**src/rtl/bb_uart_frame_tx_if.sv**
```systemverilog
// Parallel-side handshake of the bridge UART transmitter: payload word, valid, ready.
// The word is taken on a clock edge where data_en and ready are both high.
interface bb_uart_frame_tx_if #(
  parameter int DATA_WIDTH = 22
);
  logic [DATA_WIDTH-1:0] data_in;
  logic                  data_en;
  logic                  ready;

  modport master (output data_in, output data_en, input ready);
  modport slave  (input data_in, input data_en, output ready);
endinterface

```
**src/rtl/bb_uart_frame_tx.sv**
```systemverilog
// Wide-word UART TX: start bit, DATA_WIDTH bits LSB first, stop bit; each bit is CLOCKS_PER_PULSE cycles.
// A frame takes (DATA_WIDTH+2)*CLOCKS_PER_PULSE cycles; ready is high only in IDLE, so words offered while busy are dropped.
module bb_uart_frame_tx #(
  parameter int DATA_WIDTH       = 22,
  parameter int CLOCKS_PER_PULSE = 5208
) (
  input  logic                    clk,
  input  logic                    rstn,
  bb_uart_frame_tx_if.slave       bus,
  output logic                    tx,
  output logic                    tx_done
);

  localparam int CNT_W = (CLOCKS_PER_PULSE > 1) ? $clog2(CLOCKS_PER_PULSE) : 1;
  localparam int BIT_W = (DATA_WIDTH > 1) ? $clog2(DATA_WIDTH) : 1;
  localparam logic [CNT_W-1:0] CNT_LAST = CNT_W'(CLOCKS_PER_PULSE - 1);
  localparam logic [CNT_W-1:0] CNT_PRE  = CNT_W'(CLOCKS_PER_PULSE - 2);
  localparam logic [BIT_W-1:0] BIT_LAST = BIT_W'(DATA_WIDTH - 1);

  typedef enum logic [1:0] {IDLE, START, DATA, STOP} state_t;

  state_t                state;
  logic [CNT_W-1:0]      clk_cnt;
  logic [BIT_W-1:0]      bit_idx;
  logic [DATA_WIDTH-1:0] shreg;
  logic                  ready_q;

  assign bus.ready = ready_q;

  always_ff @(posedge clk or negedge rstn) begin
    if (!rstn) begin
      state   <= IDLE;
      clk_cnt <= '0;
      bit_idx <= '0;
      shreg   <= '0;
      tx      <= 1'b1;
      ready_q <= 1'b1;
      tx_done <= 1'b0;
    end else begin
      tx_done <= 1'b0;
      case (state)
        IDLE: begin
          if (bus.data_en) begin
            shreg   <= bus.data_in;
            clk_cnt <= '0;
            bit_idx <= '0;
            tx      <= 1'b0;
            ready_q <= 1'b0;
            state   <= START;
          end
        end
        START: begin
          if (clk_cnt == CNT_LAST) begin
            clk_cnt <= '0;
            bit_idx <= '0;
            tx      <= shreg[0];
            state   <= DATA;
          end else begin
            clk_cnt <= clk_cnt + 1'b1;
          end
        end
        DATA: begin
          if (clk_cnt == CNT_LAST) begin
            clk_cnt <= '0;
            shreg   <= shreg >> 1;
            if (bit_idx == BIT_LAST) begin
              tx    <= 1'b1;
              state <= STOP;
            end else begin
              bit_idx <= bit_idx + 1'b1;
              tx      <= shreg[1];
            end
          end else begin
            clk_cnt <= clk_cnt + 1'b1;
          end
        end
        STOP: begin
          // Raise tx_done one edge early so the registered pulse lines up with the last stop cycle.
          if (clk_cnt == CNT_PRE) begin
            tx_done <= 1'b1;
          end
          if (clk_cnt == CNT_LAST) begin
            clk_cnt <= '0;
            ready_q <= 1'b1;
            state   <= IDLE;
          end else begin
            clk_cnt <= clk_cnt + 1'b1;
          end
        end
        default: begin
          state   <= IDLE;
          tx      <= 1'b1;
          ready_q <= 1'b1;
        end
      endcase
    end
  end

endmodule

```
**src/flat_wrapper.sv**
```systemverilog
// flat-port wrapper written by rule: the top's interface ports become plain ports
module bb_uart_frame_tx_flat 
#(
  parameter int DATA_WIDTH       = 22,
  parameter int CLOCKS_PER_PULSE = 5208
)
  (clk, rstn, tx, tx_done, bus_data_in, bus_data_en, bus_ready);
  bb_uart_frame_tx_if #(.DATA_WIDTH(DATA_WIDTH)) bus_i ();
  input  logic clk;
  input  logic rstn;
  output logic tx;
  output logic tx_done;
  input wire logic [$bits(bus_i.data_in)-1:0] bus_data_in;
  input wire logic [$bits(bus_i.data_en)-1:0] bus_data_en;
  output wire logic [$bits(bus_i.ready)-1:0] bus_ready;
  assign bus_i.data_in = bus_data_in;
  assign bus_i.data_en = bus_data_en;
  assign bus_ready = bus_i.ready;
  bb_uart_frame_tx #(.DATA_WIDTH(DATA_WIDTH), .CLOCKS_PER_PULSE(CLOCKS_PER_PULSE)) u_core (.clk(clk), .rstn(rstn), .bus(bus_i), .tx(tx), .tx_done(tx_done));
endmodule
```
**config.mk**
```make
export PLATFORM = sky130hd
export DESIGN_NAME = bb_uart_frame_tx_flat
export DESIGN_NICKNAME = d
export VERILOG_FILES = /design/src/rtl/bb_uart_frame_tx_if.sv /design/src/rtl/bb_uart_frame_tx.sv /design/src/flat_wrapper.sv
export SDC_FILE = /design/constraint.sdc
export NUM_CORES = 1
export LEC_CHECK = 0
export BUFFER_PORTS_ARGS = -buffer_cell sky130_fd_sc_hd__buf_2
export CAP_MARGIN = 30
export CORE_MARGIN = 10
export CORE_UTILIZATION = 47
export CTS_BUF_LIST = sky130_fd_sc_hd__clkbuf_4
export CTS_CLUSTER_SIZE = 24
export DETAILED_ROUTE_END_ITERATION = 10
export GPL_TIMING_DRIVEN = 0
export PLACE_DENSITY = 0.69
export SYNTH_ARGS = -nofsm -noshare
export SYNTH_HDL_FRONTEND = slang
export SYNTH_SLANG_ARGS = --single-unit
```
**constraint.sdc**
```tcl
create_clock -name clk -period 1.85 [get_ports clk]
set_input_delay 0.555 -clock clk [delete_from_list [all_inputs] [get_ports clk]]
set_output_delay 0.555 -clock clk [all_outputs]
set_load 0.005 [all_outputs]
```
==> results of run 1 <==
[cells in the mapped netlist, types with 2 or more instances]
cell / count / share of area, %
sky130_fd_sc_hd__a31oi_1: 6 / 1.6
sky130_fd_sc_hd__o21ai_0: 20 / 4.2
sky130_fd_sc_hd__nor2_1: 47 / 7.4
sky130_fd_sc_hd__and4_1: 3 / 1.1
sky130_fd_sc_hd__nand2b_1: 3 / 0.79
sky130_fd_sc_hd__buf_6: 3 / 1.4
sky130_fd_sc_hd__nand2_1: 18 / 2.8
sky130_fd_sc_hd__ha_1: 9 / 4.7
sky130_fd_sc_hd__o21ai_1: 6 / 1.3
sky130_fd_sc_hd__dfstp_2: 2 / 2.2
sky130_fd_sc_hd__nand3_1: 5 / 1.0
sky130_fd_sc_hd__nor3_1: 6 / 1.3
sky130_fd_sc_hd__nand3_4: 2 / 1.5
sky130_fd_sc_hd__inv_1: 9 / 1.4
sky130_fd_sc_hd__or3_1: 2 / 0.52
sky130_fd_sc_hd__buf_2: 3 / 0.63
sky130_fd_sc_hd__clkbuf_1: 3 / 0.47
sky130_fd_sc_hd__mux2i_1: 2 / 0.84
sky130_fd_sc_hd__nand4_1: 4 / 1.0
sky130_fd_sc_hd__and3_1: 3 / 0.79
sky130_fd_sc_hd__dfrtp_1: 43 / 45
sky130_fd_sc_hd__o22ai_1: 21 / 5.5
sky130_fd_sc_hd__nor2b_1: 3 / 0.79
sky130_fd_sc_hd__o31ai_1: 4 / 1.3
sky130_fd_sc_hd__a21oi_1: 6 / 1.3
[cell families (layout without fill, tap and decap cells)]
kind of cell,Yosys count,after routing,synth area share [%]
AOI/OAI and AO/OA,71,71,18.4
adders and majority gates,9,9,4.72
buffers and inverters,20,61,4.72
DFF,45,45,47.3
muxes,3,3,1.47
and+or+nand+nor,105,105,23.4
[worst reg2reg max path, stage by stage, from the launching register on]
cell                      delay, ps
sky130_fd_sc_hd__dfrtp_2        450
sky130_fd_sc_hd__nor4b_4        340
sky130_fd_sc_hd__and4_1         260
sky130_fd_sc_hd__buf_6          160
sky130_fd_sc_hd__o21ai_4         60
sky130_fd_sc_hd__a21oi_2        160
sky130_fd_sc_hd__mux2_4         320
[final cells by class]
class	instances	area (um2)	share of cell area (%)
inverters	9	33.8	1.20
clock inverters	2	35.0	1.25
clock buffers	5	37.5	1.34
flip-flops and latches	45	1130	40.2
repair buffers	34	208	7.39
multi-input cells	188	1190	42.3
well taps	67	83.8	2.98
plain buffers	11	91.3	3.25
[final timing paths]
| path | startpoint | endpoint | slack [ps] |
|---|---|---|---|
| hold / removal | rstn | u_core.shreg[12] | 160 |
| max in group asynchronous | rstn | u_core.tx | 1110 |
| hold reg to reg | u_core.tx | u_core.tx | 500 |
| setup / recovery | u_core.clk_cnt[8] | u_core.state[1] | 20 |
| min in group clk | bus_data_in[7] | u_core.shreg[7] | 460 |
| setup reg to reg | u_core.clk_cnt[8] | u_core.state[1] | 20 |
[power breakdown]
group	internal (W)	switching, W	leakage [nW]
Clock	0.000276	0.000320	0.0410
Sequential	0.00131	0.000226	0.544
Combinational	0.000665	0.000826	0.637
Total	0.00225	0.00137	1.22
[layer usage]
metal	GRT usage, %	vias up	part of all wire, %
li1	-	998	-
met1	16.9	924	50
met2	17.7	49	42
met3	4.28	5	6.4
met4	3.92	0	1.1
met5	0	-	0
[timing repair]
action / CTS / global route
resized for setup: 5 / 24
pin swaps: 2 / 3
setup endpoints to repair: 8 / 37
buffers inserted: 4 / 2
gates cloned: 0 / 0
[stage by stage]
step | setup WS [ps] | utilization [%] | hold slack (ps) | instances | instance area, um2
3_3_place_gp | -32.8 | 54.1 | 481 | 347 | 2610
3_5_place_dp | -135 | 54.6 | 487 | 348 | 2630
2_1_floorplan | 83.4 | - | 259 | 253 | 2390
5_1_grt | -32.1 | 58.3 | 183 | 361 | 2810
4_1_cts | 1.76 | 57.0 | 169 | 359 | 2740
6_report | 19.2 | 58.3 | 156 | 361 | 2810
[registers in the layout, indices dropped and copies added (netlist names)]
signal / flops
u_core.bit_idx: 5
u_core.bus.ready: 1
u_core.clk_cnt: 13
u_core.shreg: 22
u_core.state: 2
u_core.tx: 1
u_core.tx_done: 1
==> load_flow_metrics.sql, run 1 <==
INSERT INTO impl_metrics (metric_group, metric, value, unit) VALUES
('critical_path', 'critical_path_required', '2110', 'ps'),
('critical_path', 'cp_num_buf_inv', '1', ''),
('power_and_ir_drop', 'power_leakage', '1.22', 'nW'),
('sta', 'slew_violations', '0', ''),
('cells_and_area', 'layout-drive-gt1-share', '26.5', '%'),
('cells_and_area', 'layout.cells.most_common_list', 'sky130_fd_sc_hd__nor2_1, sky130_fd_sc_hd__dfrtp_1, sky130_fd_sc_hd__buf_2', ''),
('global_routing', 'vias_in_the_first_global_route', '1877', ''),
('clock_network', 'cts_num_sinks', '45', ''),
('critical_path', 'critical_path_cell_count', '6', ''),
('critical_path', 'path_cells', 'nor4b_4 -> and4_1 -> buf_6 -> o21ai_4 -> a21oi_2 -> mux2_4', ''),
('min_path', 'hold_path.class', 'primary input to asynchronous set/reset pin', ''),
('clock_network', 'clkTransAtPathRegs', '140', 'ps'),
('sta', 'grt_setup_unrepaired', 'true', ''),
('clock_network', 'number_of_buffers_on_the_longest_clock_path', '2', ''),
('clock_network', 'cts-htree-levels', '2', ''),
('run_status', 'result_of_the_run', 'finished clean', ''),
('die', 'effective_utilization_at_floorplan', '49.5', '%'),
('placement', 'dp_hpwl', '3.61', 'mm'),
('cells_and_area', 'final_common_cell', 'sky130_fd_sc_hd__nor2_1', ''),
('synthesis', 'synth_sequential_area_ratio', '47.3', '%'),
('critical_path', 'timing.critical_path.slowest_cell_delay', '450', 'ps'),
('placement', 'buffer_ports.inserted', '27', ''),
('cells_and_area', 'final_net_count', '328', ''),
('synthesis', 'syn_area', '2390', 'um2'),
('clock_network', 'cts_tree', 'built', ''),
('detailed_routing', 'postRouteAntennaNets', '0', ''),
('synthesis', 'mappedNetlistNets', '287', ''),
('synthesis', 'warnings_synthesis', '0', ''),
('die', 'design.portCount', '28', ''),
('critical_path', 'worst-r2r-cell-count', '6', ''),
('synthesis', 'synth_edf_count', '0', ''),
('cells_and_area', 'layout.filler_cells', '447', ''),
('sta', 'setup_total_negative_slack', '0', 'ps'),
('synthesis', 'async_reset_ff_share', '100', '%'),
('sta', 'timing.fmax', '546', 'MHz'),
('detailed_routing', 'routed-via-count', '1976', ''),
('critical_path', 'worst-path-max-fanout', '6', ''),
('synthesis', 'synthDistinctLibCells', '45', ''),
('synthesis', 'postSynthRegisterBits', '45', ''),
('detailed_routing', 'avgRoutedWirePerCell', '14.0', 'um'),
('sta', 'post-route-period-util', '99.0', '%'),
('power_and_ir_drop', 'vdd_ir_drop_max', '909', 'uV'),
('global_routing', 'grt.overflow.total', '0', ''),
('detailed_routing', 'wirelength', '5.04', 'mm'),
('synthesis', 'synthesis.area_per_instance', '9.43', 'um2'),
('clock_network', 'tritoncts.num_buffers', '5', ''),
('sta', 'hold_viol_final', '0', ''),
('synthesis', 'synthFlopType', 'sky130_fd_sc_hd__dfrtp_1', ''),
('detailed_routing', 'route.detailed.vias_per_inst', '5.47', ''),
('clock_network', 'clockRootBuffer', 'sky130_fd_sc_hd__clkbuf_4', ''),
('die', 'core_area', '4820', 'um2'),
('cells_and_area', 'n_antenna_cell', '0', ''),
('sta', 'clock_skew', '15.2', 'ps'),
('critical_path', 'cpLargestDelayFamily', 'simple AND/OR/NAND/NOR gates', ''),
('critical_path', 'kind_of_launch_point_of_the_worst_setup_path', 'register', ''),
('power_and_ir_drop', 'fin_total_pwr', '0.00362', 'W'),
('die', 'dieHeight', '91.3', 'um'),
('critical_path', 'cp-end-kind', 'register', ''),
('placement', 'place_congestion', '0.804', ''),
('sta', 'finalSetupViolCount', '0', ''),
('critical_path', 'slowest_stage', 'sky130_fd_sc_hd__dfrtp_2', ''),
('critical_path', 'classification_of_the_worst_setup_path', 'register to register', ''),
('die', 'die_w', '91.3', 'um'),
('synthesis', 'syn_inst', '253', ''),
('power_and_ir_drop', 'power.density_cell_area', '1290', 'nW/um2'),
('detailed_routing', 'initialDrtViolationCount', '53', ''),
('sta', 'max_slew_margin', '62.6', '%'),
('cells_and_area', 'synthToLayoutAreaGrowth', '17.8', '%'),
('clock_network', 'ctsHoldBuffers', '0', ''),
('global_routing', 'antenna_violations_before_repair', '0', ''),
('clock_network', 'clock_insertion_delay_at_the_later_pin_of_the_skew_report', '370', 'ps'),
('run', 'max-cap-violations', '0', ''),
('die', 'fp-row-count', '25', ''),
('global_routing', 'grt_max_degree', '24', ''),
('critical_path', 'crit_arrival', '2100', 'ps'),
('detailed_routing', 'remaining_design_rule_violation_count', '0', ''),
('sta', 'final_period_minus_worst_setup_slack', '1830', 'ps'),
('sta', 'worst_slew_pin_slew', '561', 'ps'),
('detailed_routing', 'drtPass1Iterations', '4', ''),
('die', 'die_area', '8330', 'um2'),
('global_routing', 'grt_first_pass_wirelength', '8.80', 'mm'),
('global_routing', 'gr-usage-all-layers', '12.3', '%');
No activity file was read; power rests on OpenSTA's default activity.
==> run 2, diff against run 1 <==
REMOVE_ABC_BUFFERS = 1   (was default)
==> load_flow_metrics.sql, run 2 (synthesis gave the netlist of run 1 again) <==
INSERT INTO impl_metrics (metric_group, metric, value, unit) VALUES
('run_status', 'result_of_the_run', 'finished clean', ''),
('clock_network', 'clkTransAtPathRegs', '160', 'ps'),
('sta', 'worst_slew_pin_slew', '536', 'ps'),
('sta', 'clock_skew', '29.3', 'ps'),
('cells_and_area', 'final_common_cell', 'sky130_fd_sc_hd__nor2_1', ''),
('die', 'fp-row-count', '25', ''),
('critical_path', 'classification_of_the_worst_setup_path', 'register to register', ''),
('die', 'effective_utilization_at_floorplan', '49.5', '%'),
('detailed_routing', 'routed-via-count', '2010', ''),
('critical_path', 'regToRegSetupSlack', '80', 'ps'),
('sta', 'final_period_minus_worst_setup_slack', '1770', 'ps'),
('clock_network', 'cts_tree', 'built', ''),
('cells_and_area', 'final_net_count', '330', ''),
('critical_path', 'kind_of_launch_point_of_the_worst_setup_path', 'register', ''),
('detailed_routing', 'route.detailed.vias_per_inst', '5.52', ''),
('cells_and_area', 'layout.cells.most_common_list', 'sky130_fd_sc_hd__nor2_1, sky130_fd_sc_hd__dfrtp_1, sky130_fd_sc_hd__buf_2', ''),
('clock_network', 'number_of_buffers_on_the_longest_clock_path', '2', ''),
('clock_network', 'clock_insertion_delay_at_the_later_pin_of_the_skew_report', '390', 'ps'),
('detailed_routing', 'initialDrtViolationCount', '121', ''),
('detailed_routing', 'remaining_design_rule_violation_count', '0', ''),
('clock_network', 'tritoncts.num_buffers', '5', ''),
('sta', 'max_slew_margin', '64.2', '%'),
('global_routing', 'grt_first_pass_wirelength', '9.19', 'mm'),
('critical_path', 'cp-end-kind', 'register', ''),
('clock_network', 'cts-htree-levels', '2', ''),
('min_path', 'hold_path.class', 'primary input to asynchronous set/reset pin', ''),
('detailed_routing', 'drtPass1Iterations', '4', ''),
('cells_and_area', 'synthToLayoutAreaGrowth', '20.9', '%'),
('sta', 'timing.fmax', '564', 'MHz'),
('clock_network', 'cts_num_sinks', '45', ''),
('placement', 'buffer_ports.inserted', '27', ''),
('critical_path', 'worst-r2r-cell-count', '7', ''),
('die', 'design.portCount', '28', ''),
('cells_and_area', 'post_layout_nonfiller_instances', '364', ''),
('placement', 'place_congestion', '0.841', ''),
('placement', 'dp_hpwl', '3.51', 'mm'),
('critical_path', 'crit_arrival', '2060', 'ps'),
('critical_path', 'critical_path.endpoint', 'u_core.clk_cnt[10]', ''),
('power_and_ir_drop', 'power.density_cell_area', '1300', 'nW/um2'),
('cells_and_area', 'top_register', 'u_core.shreg', ''),
('critical_path', 'worst-path-max-fanout', '9', ''),
('critical_path', 'regToRegStartpoint', 'u_core.clk_cnt[0]', ''),
('global_routing', 'antenna_violations_before_repair', '0', ''),
('cells_and_area', 'layout-drive-gt1-share', '29.0', '%'),
('global_routing', 'vias_in_the_first_global_route', '1892', ''),
('run', 'max-cap-violations', '0', ''),
('sta', 'hold_viol_final', '0', ''),
('critical_path', 'worstSetupStartpoint', 'u_core.clk_cnt[0]', ''),
('die', 'dieHeight', '91.3', 'um'),
('die', 'die_area', '8330', 'um2'),
('die', 'core_area', '4820', 'um2'),
('sta', 'post-route-period-util', '95.8', '%'),
('placement', 'placedCellCount', '338', ''),
('sta', 'grt_setup_unrepaired', 'true', ''),
('detailed_routing', 'wirelength', '5.39', 'mm'),
('detailed_routing', 'avgRoutedWirePerCell', '14.8', 'um'),
('cells_and_area', 'largest_registers', 'u_core.shreg: 22 flops, u_core.clk_cnt: 13 flops, u_core.bit_idx: 5 flops', ''),
('global_routing', 'grt.overflow.total', '0', ''),
('clock_network', 'clockRootBuffer', 'sky130_fd_sc_hd__clkbuf_4', ''),
('sta', 'slew_violations', '0', ''),
('global_routing', 'grt_max_degree', '25', ''),
('sta', 'finalSetupViolCount', '0', ''),
('cells_and_area', 'flip_flop_count_of_the_largest_register_all_copies_and_words_added', '22', ''),
('sta', 'layout_setup_ws', '77.9', 'ps'),
('die', 'die_w', '91.3', 'um'),
('power_and_ir_drop', 'power_leakage', '1.23', 'nW'),
('global_routing', 'gr-usage-all-layers', '13.0', '%'),
('power_and_ir_drop', 'vdd_ir_drop_max', '1020', 'uV'),
('critical_path', 'worstReg2RegEnd', 'u_core.clk_cnt[10]', ''),
('detailed_routing', 'postRouteAntennaNets', '0', ''),
('cells_and_area', 'n_antenna_cell', '0', ''),
('placement', 'detailedPlace.worstSlack', '-1070', 'ps'),
('critical_path', 'critical_path_required', '2140', 'ps');
run 2: critical path: stages (launching register included):
cell and delay, ps:
sky130_fd_sc_hd__dfrtp_1 410, sky130_fd_sc_hd__ha_2 210, sky130_fd_sc_hd__and3b_1 210, sky130_fd_sc_hd__and4_4 230, sky130_fd_sc_hd__buf_4 170, sky130_fd_sc_hd__nor2_4 190
sky130_fd_sc_hd__a31oi_1 110, sky130_fd_sc_hd__a31oi_1 160
run 2: worst min path at each step:
| stage | from | to | slack (ps) | cells after the start |
|---|---|---|---|---|
| 3_5_place_dp | u_core.tx | u_core.tx | 480 | 2 |
| 3_3_place_gp | u_core.tx | u_core.tx | 480 | 2 |
| 4_1_cts | rstn | u_core.shreg[11] | 140 | 1 |
| 2_1_floorplan | rstn | u_core.bit_idx[0] | 260 | 0 |
| 6_report | rstn | u_core.shreg[11] | 120 | 1 |
| 5_1_grt | rstn | u_core.shreg[10] | 140 | 1 |
run 2: power breakdown:
part	internal (W)	switching [W]	total (W)
registers	0.00131	0.000238	0.00155
clock network	0.000155	0.000359	0.000514
logic	0.000759	0.000911	0.00167
run 2: per-stage QoR:
step / hold WS (ps) / power (W) / area, um2 / setup TNS (ps) / utilization [%]
floorplan: 259 / 0.00250 / 2310 / -11380 / -
global route: 138 / 0.00404 / 2880 / -81.8 / 59.9
CTS: 141 / 0.00360 / 2790 / 0 / 57.9
finish: 120 / 0.00374 / 2880 / 0 / 59.9
global placement: 481 / 0.00279 / 2530 / -34280 / 52.4
detailed placement: 476 / 0.00286 / 2560 / -28960 / 53.2
run 2: layout make-up:
class	count	area [um2]
clock buffers	5	37.5
clock inverters	3	25.0
fillers	433	1930
inverters	9	37.5
multi-input cells	189	1250
flip-flops and latches	45	1130
well taps	67	83.8
repair buffers	46	314
run 2: repair_timing:
action,4_1_cts,5_1_grt
hold buffers,0,0
setup buffers,8,9
endpoints found under the hold margin,0,0
resized for setup,18,9
pin swaps,4,3
setup endpoints to repair,44,35
cloned,1,0
run 2: metal layers:
metal  routed length (um)  global-route usage (%)  vias to the layer above
met4                   38                    3.13                        0
met2                 2370                    19.3                       40
met5                    0                       0                        -
met3                  201                    3.37                        3
li1                     -                       -                      995
met1                 2780                    18.3                      972
